<file path="src/rtl/cra_next_addr_if.sv">
// Bus between the IR board / microsequencer and the CRAM next-address stage.
// master: drives the dispatch inputs and strobes, observes the address and stack status.
// slave:  the next-address stage itself.
// Signals:
//   cramAdvance, CRAM_J, CRAM_DISP, CRAM_CALL    - current microword control
//   DRAM_J, DRAM_A, DRAM_B, norm, testSatisfied  - IR board dispatch sources
//   diagLoadAdr, diagAdr                         - diagnostic address force-load
//   CRA_ADR, stackDepth, stackErr                - registered address and stack status
interface cra_next_addr_if #(
    parameter int unsigned STACK_DEPTH = 16,
    parameter int unsigned ADR_W       = 11
);
    logic                             cramAdvance;
    logic [ADR_W-1:0]                 CRAM_J;
    logic [2:0]                       CRAM_DISP;
    logic                             CRAM_CALL;
    logic [ADR_W-1:0]                 DRAM_J;
    logic [2:0]                       DRAM_A;
    logic [2:0]                       DRAM_B;
    logic [2:0]                       norm;
    logic                             testSatisfied;
    logic                             diagLoadAdr;
    logic [ADR_W-1:0]                 diagAdr;
    logic [ADR_W-1:0]                 CRA_ADR;
    logic [$clog2(STACK_DEPTH):0]     stackDepth;
    logic                             stackErr;

    modport master (
        output cramAdvance, CRAM_J, CRAM_DISP, CRAM_CALL, DRAM_J, DRAM_A, DRAM_B, norm,
               testSatisfied, diagLoadAdr, diagAdr,
        input  CRA_ADR, stackDepth, stackErr
    );

    modport slave (
        input  cramAdvance, CRAM_J, CRAM_DISP, CRAM_CALL, DRAM_J, DRAM_A, DRAM_B, norm,
               testSatisfied, diagLoadAdr, diagAdr,
        output CRA_ADR, stackDepth, stackErr
    );
endinterface

</file>
<file path="src/rtl/cra_next_addr.sv">
// Control-RAM next-address stage. Selects the next microword address from the current
// microword's jump field and the IR board's dispatch sources, registers it, and keeps a
// microcode call/return stack.
// Ports:
//   clk    - system clock
//   resetN - synchronous active-low reset
//   bus    - cra_next_addr_if.slave (dispatch inputs in, CRA_ADR / stack status out)
module cra_next_addr #(
    parameter int unsigned STACK_DEPTH = 16,
    parameter int unsigned ADR_W       = 11
) (
    input logic              clk,
    input logic              resetN,
    cra_next_addr_if.slave   bus
);
    localparam int unsigned PtrW   = $clog2(STACK_DEPTH);
    localparam int unsigned DepthW = PtrW + 1;

    localparam logic [2:0] DispJump  = 3'd0;
    localparam logic [2:0] DispDramJ = 3'd1;
    localparam logic [2:0] DispDramA = 3'd2;
    localparam logic [2:0] DispDramB = 3'd3;
    localparam logic [2:0] DispNorm  = 3'd4;
    localparam logic [2:0] DispTest  = 3'd5;
    localparam logic [2:0] DispRet   = 3'd6;

    logic [ADR_W-1:0]  cra_adr_q, cra_adr_d;
    logic [DepthW-1:0] depth_q, depth_d;
    logic              err_q, err_d;
    logic [ADR_W-1:0]  stack_q [STACK_DEPTH];
    logic [ADR_W-1:0]  stack_d [STACK_DEPTH];

    logic              is_ret, empty, underflow, do_pop, overflow, push_ok, push_we;
    logic [DepthW-1:0] depth_popped;
    logic [PtrW-1:0]   top_idx;
    logic [ADR_W-1:0]  top_val, next_adr;

    // Stack bookkeeping: a pop (if any) happens before the push, so a same-cycle
    // call+return reuses the freed slot and never overflows.
    always_comb begin
        is_ret       = (bus.CRAM_DISP == DispRet);
        empty        = (depth_q == '0);
        underflow    = is_ret & empty;
        do_pop       = is_ret & ~empty;
        depth_popped = depth_q - DepthW'(do_pop);
        overflow     = bus.CRAM_CALL & (depth_popped == DepthW'(STACK_DEPTH));
        push_ok      = bus.CRAM_CALL & ~overflow;
        // Index is garbage when empty, but the value is only used when non-empty.
        top_idx      = PtrW'(depth_q - DepthW'(1));
        top_val      = stack_q[top_idx];
        push_we      = resetN & ~bus.diagLoadAdr & bus.cramAdvance & push_ok;
    end

    // Next-address select; all modifiers are pure OR into the jump field.
    always_comb begin
        next_adr = bus.CRAM_J;
        case (bus.CRAM_DISP)
            DispJump:  next_adr = bus.CRAM_J;
            DispDramJ: next_adr = bus.DRAM_J;
            DispDramA: next_adr = bus.CRAM_J | ADR_W'(bus.DRAM_A);
            DispDramB: next_adr = bus.CRAM_J | ADR_W'(bus.DRAM_B);
            DispNorm:  next_adr = bus.CRAM_J | ADR_W'(bus.norm);
            DispTest:  next_adr = bus.CRAM_J | ADR_W'(bus.testSatisfied);
            DispRet:   next_adr = underflow ? bus.CRAM_J : (top_val | bus.CRAM_J);
            default:   next_adr = bus.CRAM_J;
        endcase
    end

    always_comb begin
        cra_adr_d = cra_adr_q;
        depth_d   = depth_q;
        err_d     = err_q;
        if (bus.diagLoadAdr) begin
            cra_adr_d = bus.diagAdr;
        end else if (bus.cramAdvance) begin
            cra_adr_d = next_adr;
            depth_d   = depth_popped + DepthW'(push_ok);
            err_d     = err_q | underflow | overflow;
        end
    end

    // The calling word's own address is pushed, not the jump target.
    always_comb begin
        stack_d = stack_q;
        if (push_we) begin
            stack_d[depth_popped[PtrW-1:0]] = cra_adr_q;
        end
    end

    always_ff @(posedge clk) begin
        if (!resetN) begin
            cra_adr_q <= '0;
            depth_q   <= '0;
            err_q     <= 1'b0;
        end else begin
            cra_adr_q <= cra_adr_d;
            depth_q   <= depth_d;
            err_q     <= err_d;
        end
    end

    // Stack contents need no reset: entries at or beyond depth are never read.
    always_ff @(posedge clk) begin
        stack_q <= stack_d;
    end

    assign bus.CRA_ADR    = cra_adr_q;
    assign bus.stackDepth = depth_q;
    assign bus.stackErr   = err_q;
endmodule

</file>
<file path="src/flat_wrapper.sv">
// flat-port wrapper written by rule: the top's interface ports become plain ports
module cra_next_addr_flat 
#(
    parameter int unsigned STACK_DEPTH = 16,
    parameter int unsigned ADR_W       = 11
)
  (clk, resetN, bus_cramAdvance, bus_CRAM_J, bus_CRAM_DISP, bus_CRAM_CALL, bus_DRAM_J, bus_DRAM_A, bus_DRAM_B, bus_norm, bus_testSatisfied, bus_diagLoadAdr, bus_diagAdr, bus_CRA_ADR, bus_stackDepth, bus_stackErr);
  cra_next_addr_if #(.STACK_DEPTH(STACK_DEPTH), .ADR_W(ADR_W)) bus_i ();
  input logic clk;
  input logic resetN;
  input wire logic [$bits(bus_i.cramAdvance)-1:0] bus_cramAdvance;
  input wire logic [$bits(bus_i.CRAM_J)-1:0] bus_CRAM_J;
  input wire logic [$bits(bus_i.CRAM_DISP)-1:0] bus_CRAM_DISP;
  input wire logic [$bits(bus_i.CRAM_CALL)-1:0] bus_CRAM_CALL;
  input wire logic [$bits(bus_i.DRAM_J)-1:0] bus_DRAM_J;
  input wire logic [$bits(bus_i.DRAM_A)-1:0] bus_DRAM_A;
  input wire logic [$bits(bus_i.DRAM_B)-1:0] bus_DRAM_B;
  input wire logic [$bits(bus_i.norm)-1:0] bus_norm;
  input wire logic [$bits(bus_i.testSatisfied)-1:0] bus_testSatisfied;
  input wire logic [$bits(bus_i.diagLoadAdr)-1:0] bus_diagLoadAdr;
  input wire logic [$bits(bus_i.diagAdr)-1:0] bus_diagAdr;
  output wire logic [$bits(bus_i.CRA_ADR)-1:0] bus_CRA_ADR;
  output wire logic [$bits(bus_i.stackDepth)-1:0] bus_stackDepth;
  output wire logic [$bits(bus_i.stackErr)-1:0] bus_stackErr;
  assign bus_i.cramAdvance = bus_cramAdvance;
  assign bus_i.CRAM_J = bus_CRAM_J;
  assign bus_i.CRAM_DISP = bus_CRAM_DISP;
  assign bus_i.CRAM_CALL = bus_CRAM_CALL;
  assign bus_i.DRAM_J = bus_DRAM_J;
  assign bus_i.DRAM_A = bus_DRAM_A;
  assign bus_i.DRAM_B = bus_DRAM_B;
  assign bus_i.norm = bus_norm;
  assign bus_i.testSatisfied = bus_testSatisfied;
  assign bus_i.diagLoadAdr = bus_diagLoadAdr;
  assign bus_i.diagAdr = bus_diagAdr;
  assign bus_CRA_ADR = bus_i.CRA_ADR;
  assign bus_stackDepth = bus_i.stackDepth;
  assign bus_stackErr = bus_i.stackErr;
  cra_next_addr #(.STACK_DEPTH(STACK_DEPTH), .ADR_W(ADR_W)) u_core (.clk(clk), .resetN(resetN), .bus(bus_i));
endmodule
</file>
<file path="config.mk">
export PLATFORM = sky130hd
export DESIGN_NAME = cra_next_addr_flat
export DESIGN_NICKNAME = d
export VERILOG_FILES = /design/src/rtl/cra_next_addr_if.sv /design/src/rtl/cra_next_addr.sv /design/src/flat_wrapper.sv
export SDC_FILE = /design/constraint.sdc
export NUM_CORES = 1
export LEC_CHECK = 0
export ABC_AREA = 1
export CAP_MARGIN = 20
export CORE_MARGIN = 5
export CORE_UTILIZATION = 35
export DETAILED_ROUTE_END_ITERATION = 8
export GPL_TIMING_DRIVEN = 0
export PLACE_DENSITY = 0.64
export SLEW_MARGIN = 20
export SYNTH_ARGS = -nofsm -noshare
export SYNTH_HDL_FRONTEND = slang
export SYNTH_SLANG_ARGS = --single-unit
</file>
<file path="constraint.sdc">
create_clock -name clk -period 3.7 [get_ports clk]
set_input_delay 0.74 -clock clk [delete_from_list [all_inputs] [get_ports clk]]
set_output_delay 0.74 -clock clk [all_outputs]
set_load 0.005 [all_outputs]
</file>
==> run metrics, run 1 <==
DR DRC count 0; DP HPWL 15.0 mm; Critical R2R Launch u_core.bus.stackDepth[0]$_SDFFE_PN0P_; Pwr Density 466 nW/um^2; first-pass detailed-route iteration total 5; global-route wire length before repair 34.6 mm; P_leak 3.88 nW; gr ovfl total 0; CTS buffer count 17; vias per std cell 5.07; Clk pin slew, worst setup/hold paths 0.07 ns; synthesized area per cell 10.7 sq um; largest net degree at the start of global routing 19; RSZ-0062 raised after global routing false; Warnings, synthesis 0; Inst Count DP 1,184; Core ar. 24,000 sq um; buffer depth of the longest clock path 2; DR vias 6,282; CP Launch Point u_core.bus.stackDepth[0]$_SDFFE_PN0P_; Skew-Pair Late Insertion Delay 0.43 ns; Routed Antenna Nets 0; count of cell types in the netlist 32; ANT cells 0; # rows 57; fin. max-slew vios 0; Die Wd 166 microns; Slew HR 39.5%; DR iter-0 viols 648; VDD IR max 0.000288 V; Crit Path Max Fanout 11; Layout area overhead 26.1%; Yosys reg bits 193; fill count 2,191; CP Cell Sequence buf_6 -> inv_2 -> buf_6 -> buf_4 -> ha_4 -> a31oi_4 -> buf_6 -> ha_2 -> ha_4 -> xor2_4 -> nor2_2 -> nand3_2 -> nand2_2 -> nor2_4 -> nand3_4 -> nor2_4 -> buf_12; Most Frequent Cell on Critical Path buf_6; final non-filler cell total 1,238; # IOs 68; Min Clock Period, post-route 3.53 ns; Hold Buf Count CTS 0; Die Y-Extent 166 microns; vias in the first global route 6,073; Period Utilization, post-route 95.4%; Sink Count 193; f_max 283 MHz; Worst Min Path Start u_core.bus.stackErr$_SDFFE_PN0P_; Post-Syn Area 8470 sq um; die area 27,400 sq um; WP data required 3.85 ns; Layout Nets 956; Worst Setup Path Type flop to flop; setup violators final 0; drt wl/cell 18.6 microns; Detailed Route WL 23.0 mm; Slowest cell on crit path dfxtp_1; Mapped Cells 793; Fin. Hold Viols 0; port bufs 67; total track usage 17.1%; placed inst area 9540 sq um; CP peak stage delay 0.36 ns; Setup crit end kind flop; worst endpoint data arrival time 3.68 ns; launching element type of the critical path flop; setup_tns 0 ns; Design Area, Final 10,700 sq um; worst-margin pin slew 0.906 ns; antenna violations before repair 0; Hold WC Path Type flop to flop; Max Cap Viol 0; sequential area share after synthesis 66.4%; Starting Density 35.2%; fraction of layout cells with a size suffix above 1 12.9%; Syn Nets 848; Root Buffer clkbuf_16; TritonCTS clock tree built; worst clock skew 0.00962 ns; routability-driven placement congestion ratio 0.869; H-Tree Level Count 4; status finished clean; WHS 0.458 ns
-- metrics by stage --
step	setup WS, ns	utilization [%]	total power, W
2_1_floorplan	0.157	-	0.00286
3_3_place_gp	-1.09	39.7	0.00313
3_5_place_dp	-1.07	39.7	0.00314
4_1_cts	0.0441	44.2	0.00495
5_1_grt	0.0237	44.4	0.00513
6_report	0.169	44.4	0.00498
-- power by group --
| part | leakage [nW] | switching (W) | internal [W] |
|---|---|---|---|
| logic | 1.83 | 0.000422 | 0.000248 |
| clock network | 0.275 | 0.000830 | 0.00101 |
| registers | 1.77 | 0.0000601 | 0.00241 |
-- metal layers --
layer	share of wire (%)	wire length (microns)	global-route usage (%)
met1	42	9560	21.1
met3	6.2	1420	3.57
met4	3.9	901	7.05
met2	48	11100	29.1
met5	0	0	0
-- state kept, by name, summed over array words and instances, names as in the netlist --
register / count
u_core.bus.stackDepth: 5
u_core.bus.stackErr: 1
u_core.stack_q: 176
u_core.bus.CRA_ADR: 11
-- what timing repair did --
item / 4_1_cts / 5_1_grt
gates cloned: 0 / 0
setup endpoints to repair: 176 / 176
gates resized for setup: 39 / 5
setup buffers: 21 / 1
pin swaps: 15 / 5
-- final timing paths --
path	end	slack (ns)	depth (start not counted)
max	u_core.stack_q[72]$_DFFE_PP_	0.17	17
min	u_core.bus.stackErr$_SDFFE_PN0P_	0.46	2
max reg2reg	u_core.stack_q[72]$_DFFE_PP_	0.17	17
min reg2reg	u_core.bus.stackErr$_SDFFE_PN0P_	0.46	2
-- placed cells by master (no fill, tap or decap), types with 16 or more instances in the layout --
master,Yosys,final
nand2_1,226,225
nand3_1,178,178
edfxtp_1,176,176
clkdlybuf4s50_1,0,67
inv_1,37,36
a21oi_1,27,27
nor2_1,37,22
nor2_4,2,17
clkbuf_16,0,17
dfxtp_1,17,17
buf_4,10,16
-- synthesized netlist by cell type --
| master | count | share of area (%) |
|---|---|---|
| o21bai_1 | 2 | 0.18 |
| nand2_1 | 226 | 10 |
| nor2_4 | 2 | 0.27 |
| buf_2 | 11 | 0.65 |
| xor2_4 | 1 | 0.33 |
| o21ai_0 | 5 | 0.30 |
| inv_2 | 3 | 0.13 |
| clkbuf_1 | 13 | 0.58 |
| dfxtp_1 | 17 | 4.0 |
| nor2_2 | 2 | 0.15 |
| xor2_2 | 1 | 0.19 |
| o21ai_1 | 1 | 0.059 |
| a22oi_1 | 10 | 0.89 |
| buf_6 | 5 | 0.67 |
| inv_1 | 37 | 1.6 |
| xor2_1 | 3 | 0.31 |
| nor2_1 | 37 | 1.6 |
| xnor2_2 | 1 | 0.19 |
| nand3_2 | 5 | 0.59 |
| a21oi_2 | 2 | 0.21 |
| a31oi_1 | 1 | 0.074 |
| nand3_1 | 178 | 11 |
| nand4_1 | 4 | 0.30 |
| edfxtp_1 | 176 | 62 |
| a21oi_1 | 27 | 1.6 |
| o22a_1 | 1 | 0.10 |
| nand2_2 | 2 | 0.15 |
| or2_2 | 1 | 0.074 |
| ha_1 | 4 | 0.59 |
| buf_1 | 4 | 0.18 |
| buf_4 | 10 | 0.89 |
| xnor2_1 | 1 | 0.10 |
-- logic make-up after synthesis --
| family | count (synthesis) | share of synthesized area [%] |
|---|---|---|
| AND/OR/NAND/NOR | 457 | 23.7 |
| flip-flops | 193 | 66.4 |
| buffers and inverters | 83 | 4.73 |
| AO/OA/AOI/OAI | 49 | 3.40 |
| XOR/XNOR | 7 | 1.12 |
| adder cells (fa/ha/maj) | 4 | 0.591 |
-- cell type report --
type	count	area (sq um)	share of cell area [%]
multi-input cells	517	2620	24.6
repair buffers	89	1020	9.59
flip-flops and latches	193	5630	52.7
clock inverters	13	150	1.41
plain buffers	43	260	2.44
well taps	324	405	3.80
clock buffers	19	433	4.06
inverters	40	154	1.44
-- worst max-delay path: cells and delay by family (launching register included) --
family / cells / cell delay (ns)
simple gates: 6 / 0.90
fa+ha+maj: 3 / 0.60
flops: 1 / 0.36
buf+inv: 6 / 0.89
compound gates: 1 / 0.25
xor+xnor: 1 / 0.21
(Power assumes the default switching activity.)
==> run 2: changes to the inputs <==
--- a/config.mk
+++ b/config.mk
@@ -12,7 +12,7 @@
 export DETAILED_ROUTE_END_ITERATION = 8
 export GPL_TIMING_DRIVEN = 0
 export PLACE_DENSITY = 0.64
-export SLEW_MARGIN = 20
+export SLEW_MARGIN = 15
 export SYNTH_ARGS = -nofsm -noshare
 export SYNTH_HDL_FRONTEND = slang
 export SYNTH_SLANG_ARGS = --single-unit
==> run 2 against run 1 <==
  * Sequential power hardly changed
  * Non-clock buffer count is 2 higher
  * Power is 2.3% lower
  * Wire length is 1.9% lower
  * Cell count is 0.16% higher
  * Critical path depth stayed put
==> run metrics, run 2 (same netlist as run 1, synthesis figures left out) <==
status finished clean (unchanged); reg2reg end u_core.stack_q[141]$_DFFE_PP_ (was u_core.stack_q[72]$_DFFE_PP_); buffer depth of the longest clock path 2 (unchanged); f_max 275 MHz (was 283 MHz); final design utilization 44.2% (was 44.4%); Min Clock Period, post-route 3.63 ns (was 3.53 ns); worst clock skew 0.0113 ns (was 0.00962 ns); launching element type of the critical path flop (unchanged); CP Launch Point u_core.bus.stackDepth[0]$_SDFFE_PN0P_ (unchanged); Hold Buf Count CTS 0 (unchanged); port bufs 67 (unchanged); H-Tree Level Count 4 (unchanged); Layout Nets 958 (was 956); global-route wire length before repair 34.0 mm (was 34.6 mm); Slew HR 44.0% (was 39.5%); total track usage 16.7% (was 17.1%); TritonCTS clock tree built (unchanged); Clk pin slew, worst setup/hold paths 0.07 ns (about the same); worst-margin pin slew 0.839 ns (was 0.906 ns); DR vias 6,217 (was 6,282); DR iter-0 viols 616 (was 648); pre-CTS WS -1.03 ns (was -1.07 ns); Critical R2R Launch u_core.bus.stackDepth[0]$_SDFFE_PN0P_ (unchanged); Layout area overhead 25.6% (was 26.1%); Period Utilization, post-route 98.1% (was 95.4%); routability-driven placement congestion ratio 0.869 (unchanged); Sink Count 193 (unchanged); vias in the first global route 6,007 (was 6,073); WHS 0.464 ns (was 0.458 ns); Switching Fraction 27.3% (was 26.4%); fin. max-slew vios 0 (unchanged); WP data required 3.85 ns (about the same); Root Buffer clkbuf_16 (unchanged); Final Power 0.00486 W (was 0.00498 W); commonest non-fill, non-tap cell in the layout nand2_1 (unchanged); largest register by flop count u_core.stack_q (unchanged); DR DRC count 0 (unchanged); Hold WC Path Type flop to flop (unchanged); Setup crit end kind flop (unchanged); Starting Density 35.2% (unchanged); Detailed Route WL 22.6 mm (was 23.0 mm); CP endpoint u_core.stack_q[141]$_DFFE_PP_ (was u_core.stack_q[72]$_DFFE_PP_); Crit Path Max Fanout 11 (unchanged); Die Y-Extent 166 microns (unchanged); Worst Setup Path Type flop to flop (unchanged); r2r setup slk 0.07 ns (was 0.17 ns); worst endpoint data arrival time 3.78 ns (was 3.68 ns); FF-to-FF path depth 17 (unchanged); final setup margin 0.0701 ns (was 0.169 ns); vias per std cell 5.01 (was 5.07); Fin. Hold Viols 0 (unchanged); Clk network pwr share 35.5% (was 37.0%); Design Area, Final 10,600 sq um (was 10,700 sq um); Seq pwr share 50.7% (was 49.6%); # IOs 68 (unchanged); combinational share of power 13.8% (was 13.5%); DP HPWL 15.1 mm (was 15.0 mm); Largest register FFs 176 (unchanged); fraction of layout cells with a size suffix above 1 13.2% (was 12.9%); placed inst area 9550 sq um (was 9540 sq um); VDD IR max 0.000280 V (was 0.000288 V); die area 27,400 sq um (unchanged); P_int 0.00354 W (was 0.00366 W); Max Cap Viol 0 (unchanged); # rows 57 (unchanged); Pwr Density 457 nW/um^2 (was 466 nW/um^2); drt wl/cell 18.2 microns (was 18.6 microns); Routed Antenna Nets 0 (unchanged); first-pass detailed-route iteration total 5 (unchanged); P_leak 3.87 nW (was 3.88 nW); ANT cells 0 (unchanged); CTS buffer count 17 (unchanged); setup violators final 0 (unchanged); fill count 2,197 (was 2,191); Core ar. 24,000 sq um (unchanged); gr ovfl total 0 (unchanged); antenna violations before repair 0 (unchanged); sw power 0.00133 W (was 0.00131 W); Die Wd 166 microns (unchanged); largest net degree at the start of global routing 19 (unchanged); Skew-Pair Late Insertion Delay 0.44 ns (was 0.43 ns); most frequent cells in the layout nand2_1, nand3_1, edfxtp_1 (unchanged)
## run 2: worst max-delay path, stage by stage, from the launching register on
cell and delay, ns:
dfxtp_1 0.36, buf_6 0.17, inv_2 0.05, buf_6 0.15
buf_4 0.19, ha_2 0.28, a31oi_4 0.22, buf_6 0.18
ha_2 0.22, ha_4 0.17, xor2_4 0.25, nor2_2 0.10
nand3_2 0.10, nand2_2 0.07, nor2_4 0.26, nand3_4 0.22
nor2_4 0.20, buf_12 0.15
## run 2: area by class of cell
cell class / instances / area [sq um] / area share (%)
Sequential cell: 193 / 5630 / 52.9
Clock buffer: 17 / 425 / 4.00
Inverter: 40 / 154 / 1.45
Clock inverter: 15 / 123 / 1.15
Timing Repair Buffer: 91 / 1030 / 9.65
Multi-Input combinational cell: 517 / 2610 / 24.6
Buffer: 43 / 260 / 2.45
Tap cell: 324 / 405 / 3.81
## run 2: timing repair
| action | 4_1_cts | 5_1_grt |
|---|---|---|
| pin swaps | 12 | 6 |
| endpoints found under the setup margin | 176 | 176 |
| resized for setup | 37 | 7 |
| hold endpoints to repair | 0 | 0 |
| setup buffers | 15 | 8 |
## run 2: worst min path at each step
stage | start | end | depth (start not counted)
final | u_core.bus.stackErr$_SDFFE_PN0P_ | u_core.bus.stackErr$_SDFFE_PN0P_ | 2
after global routing | u_core.bus.stackErr$_SDFFE_PN0P_ | u_core.bus.stackErr$_SDFFE_PN0P_ | 2
after CTS | u_core.bus.stackErr$_SDFFE_PN0P_ | u_core.bus.stackErr$_SDFFE_PN0P_ | 2
after detailed placement | u_core.bus.stackErr$_SDFFE_PN0P_ | u_core.bus.stackErr$_SDFFE_PN0P_ | 2
after global placement | u_core.bus.stackErr$_SDFFE_PN0P_ | u_core.bus.stackErr$_SDFFE_PN0P_ | 2
after floorplan | u_core.bus.stackErr$_SDFFE_PN0P_ | u_core.bus.stackErr$_SDFFE_PN0P_ | 2
## run 2: routing by layer
layer	global-route usage, %	part of all wire [%]	up-vias
met5	0	0	-
met4	6.37	3.8	0
met3	4.42	7.3	46
met2	27.8	48	252
met1	20.9	41	2936
li1	-	-	2983
## run 2: power groups by stage
stage	logic (W)	clock network [W]	registers [W]
final	0.000672	0.00173	0.00246
after global routing	0.000726	0.00183	0.00247
after CTS	0.000649	0.00173	0.00247
after detailed placement	0.000629	0	0.00251
after global placement	0.000621	0	0.00251
after floorplan	0.000378	0	0.00248
## run 2: metrics by stage
step / std cells / TNS (ns)
after floorplan: 793 / 0
after global placement: 1184 / -165.29
after detailed placement: 1185 / -163.57
after CTS: 1232 / -0.00216
after global routing: 1240 / -5.68
final: 1240 / 0
==> run 3: changes to the inputs <==
--- a/config.mk
+++ b/config.mk
@@ -9,6 +9,7 @@
 export CAP_MARGIN = 20
 export CORE_MARGIN = 5
 export CORE_UTILIZATION = 35
+export CTS_BUF_LIST = sky130_fd_sc_hd__clkbuf_8
 export DETAILED_ROUTE_END_ITERATION = 8
 export GPL_TIMING_DRIVEN = 0
 export PLACE_DENSITY = 0.64
==> run 3 against run 2 <==
  * Count of clock-buffer cells in the layout unchanged
  * Clock power shrank 27%
  * Register-to-register slack gained 0.03 ns
  * Via count is 0.53% higher
  * Critical endpoint is now u_core.stack_q[13]$_DFFE_PP_
==> run metrics, run 3 (same netlist as run 1, synthesis figures left out) <==
status finished clean (unchanged); TritonCTS clock tree built (unchanged); Critical R2R Launch u_core.bus.stackDepth[0]$_SDFFE_PN0P_ (unchanged); final non-filler cell total 1,240 (unchanged); Worst Setup Path Type flop to flop (unchanged); Period Utilization, post-route 97.4% (was 98.1%); Largest register FFs 176 (unchanged); P_int 0.00314 W (was 0.00354 W); fin. max-slew vios 0 (unchanged); Clk network pwr share 28.8% (was 35.5%); fraction of layout cells with a size suffix above 1 13.2% (unchanged); Crit Path Max Fanout 11 (unchanged); Slew HR 45.0% (was 44.0%); WP data required 3.88 ns (was 3.85 ns); reg2reg end u_core.stack_q[13]$_DFFE_PP_ (was u_core.stack_q[141]$_DFFE_PP_); met1 Usage GRT 20.9% (about the same); Seq pwr share 56.0% (was 50.7%); antenna violations before repair 0 (unchanged); Min Clock Period, post-route 3.60 ns (was 3.63 ns); Final Power 0.00440 W (was 0.00486 W); CTS buffer count 17 (unchanged); Detailed Route WL 22.5 mm (was 22.6 mm); ANT cells 0 (unchanged); # rows 57 (unchanged); Layout area overhead 23.3% (was 25.6%); port bufs 67 (unchanged); Pwr Density 421 nW/um^2 (was 457 nW/um^2); final setup margin 0.0962 ns (was 0.0701 ns); CP peak stage delay 0.37 ns (was 0.36 ns); first-pass detailed-route iteration total 7 (was 5); P_leak 3.79 nW (was 3.87 nW); Fin. Hold Viols 0 (unchanged); sw power 0.00126 W (was 0.00133 W); Root Buffer clkbuf_8 (was clkbuf_16); total track usage 16.6% (was 16.7%); endpoint of the worst hold path u_core.bus.stackErr$_SDFFE_PN0P_ (unchanged); Hold WC Path Type flop to flop (unchanged); routability-driven placement congestion ratio 0.869 (unchanged); CP Cell Sequence buf_6 -> inv_2 -> buf_6 -> buf_4 -> ha_2 -> a31oi_4 -> buf_6 -> ha_2 -> ha_4 -> xor2_4 -> nor2_2 -> nand3_2 -> nand2_2 -> nor2_4 -> nand3_4 -> nor2_4 -> buf_12 (unchanged); largest register by flop count u_core.stack_q (unchanged); Layout Nets 958 (unchanged); most frequent cells in the layout nand2_1, nand3_1, edfxtp_1 (unchanged); Clk pin slew, worst setup/hold paths 0.10 ns (was 0.07 ns); Skew-Pair Late Insertion Delay 0.46 ns (was 0.44 ns); die area 27,400 sq um (unchanged); DR iter-0 viols 698 (was 616); # IOs 68 (unchanged); Die Wd 166 microns (unchanged); Setup crit end kind flop (unchanged); r2r setup slk 0.1 ns (was 0.07 ns); setup_tns 0 ns (unchanged); DR vias 6,250 (was 6,217); worst-margin pin slew 0.825 ns (was 0.839 ns); Worst Min Path Start u_core.bus.stackErr$_SDFFE_PN0P_ (unchanged); Max Cap Viol 0 (unchanged); launching element type of the critical path flop (unchanged); fill count 2,235 (was 2,197); FF-to-FF path depth 17 (unchanged); Top delay family on crit path simple AND/OR/NAND/NOR gates (unchanged); vias per std cell 5.04 (was 5.01); worst endpoint data arrival time 3.78 ns (about the same); gr ovfl total 0 (unchanged); DR DRC count 0 (unchanged); Core ar. 24,000 sq um (unchanged); worst clock skew 0.0120 ns (was 0.0113 ns); Slowest cell on crit path dfxtp_1 (unchanged); global-route wire length before repair 33.9 mm (was 34.0 mm); commonest non-fill, non-tap cell in the layout nand2_1 (unchanged); GR Util met3 3.10% (was 4.42%); Switching Fraction 28.7% (was 27.3%); Routed Antenna Nets 0 (unchanged); drt wl/cell 18.2 microns (about the same); combinational share of power 15.3% (was 13.8%); vias in the first global route 6,008 (was 6,007); setup violators final 0 (unchanged); Starting Density 35.2% (unchanged); met2 Use GR 28.3% (was 27.8%); pre-CTS WS -1.03 ns (unchanged); f_max 277 MHz (was 275 MHz); CP bufs+invs 6 (unchanged); Die Y-Extent 166 microns (unchanged); GRT busiest layer met2 (unchanged); VDD IR max 0.000222 V (was 0.000280 V); largest net degree at the start of global routing 19 (unchanged); Sink Count 193 (unchanged); buffer depth of the longest clock path 2 (unchanged); Inst Count DP 1,185 (unchanged); H-Tree Level Count 4 (unchanged); Most Frequent Cell on Critical Path buf_6 (unchanged); Hold Buf Count CTS 0 (unchanged); DP HPWL 15.1 mm (unchanged); Hold Path Cell Cnt 2 (unchanged)
run 3: metal layers:
layer,up-vias,share of wire [%]
met5,-,0
met4,0,3.1
met3,43,6.4
met2,262,49
met1,2964,42
li1,2981,-
run 3: cell type report:
cell class              count  area, sq um  share of cell area [%]
multi-input cells         517         2610                    25.0
clock inverters            15          123                    1.17
repair buffers             91         1030                    9.86
inverters                  40          154                    1.47
well taps                 324          405                    3.88
clock buffers              17          234                    2.24
plain buffers              43          260                    2.49
flip-flops and latches    193         5630                    53.9
run 3: stage by stage:
stage	area [sq um]	util [%]	hold slack, ns
final	10400	43.4	0.467
after global routing	10400	43.4	0.497
after CTS	10300	42.9	0.468
after detailed placement	9550	39.7	0.441
after global placement	9540	39.7	0.444
after floorplan	8470	-	0.442
run 3: repair_timing:
action	CTS	global route
gates resized for setup	37	8
pin swaps	13	7
cloned	0	0
endpoints found under the setup margin	176	176
buffers inserted	16	7
run 3: worst max-delay path by stage:
stage	start	end	slack, ns	depth (start not counted)
after global placement	bus_CRAM_DISP[0]	u_core.stack_q[157]$_DFFE_PP_	-1.09	14
final	u_core.bus.stackDepth[0]$_SDFFE_PN0P_	u_core.stack_q[13]$_DFFE_PP_	0.1	17
after global routing	u_core.bus.stackDepth[0]$_SDFFE_PN0P_	u_core.stack_q[13]$_DFFE_PP_	-0.04	17
after CTS	u_core.bus.stackDepth[0]$_SDFFE_PN0P_	u_core.stack_q[133]$_DFFE_PP_	-0.0008	17
after detailed placement	bus_CRAM_DISP[0]	u_core.stack_q[9]$_DFFE_PP_	-1.03	14
after floorplan	u_core.bus.stackDepth[0]$_SDFFE_PN0P_	u_core.stack_q[0]$_DFFE_PP_	0.16	16
run 3: power groups by stage:
| stage | clock network [W] | logic (W) | registers (W) |
|---|---|---|---|
| final | 0.00127 | 0.000671 | 0.00246 |
| after CTS | 0.00127 | 0.000649 | 0.00246 |
| after floorplan | 0 | 0.000378 | 0.00248 |
| after global placement | 0 | 0.000621 | 0.00251 |
| after detailed placement | 0 | 0.000629 | 0.00251 |
| after global routing | 0.00137 | 0.000726 | 0.00247 |
run 3: worst min-delay path, cell delays in order, from the launching register on:
cell,delay [ns]
dfxtp_1,0.33
nand2_1,0.05
o21ai_1,0.05
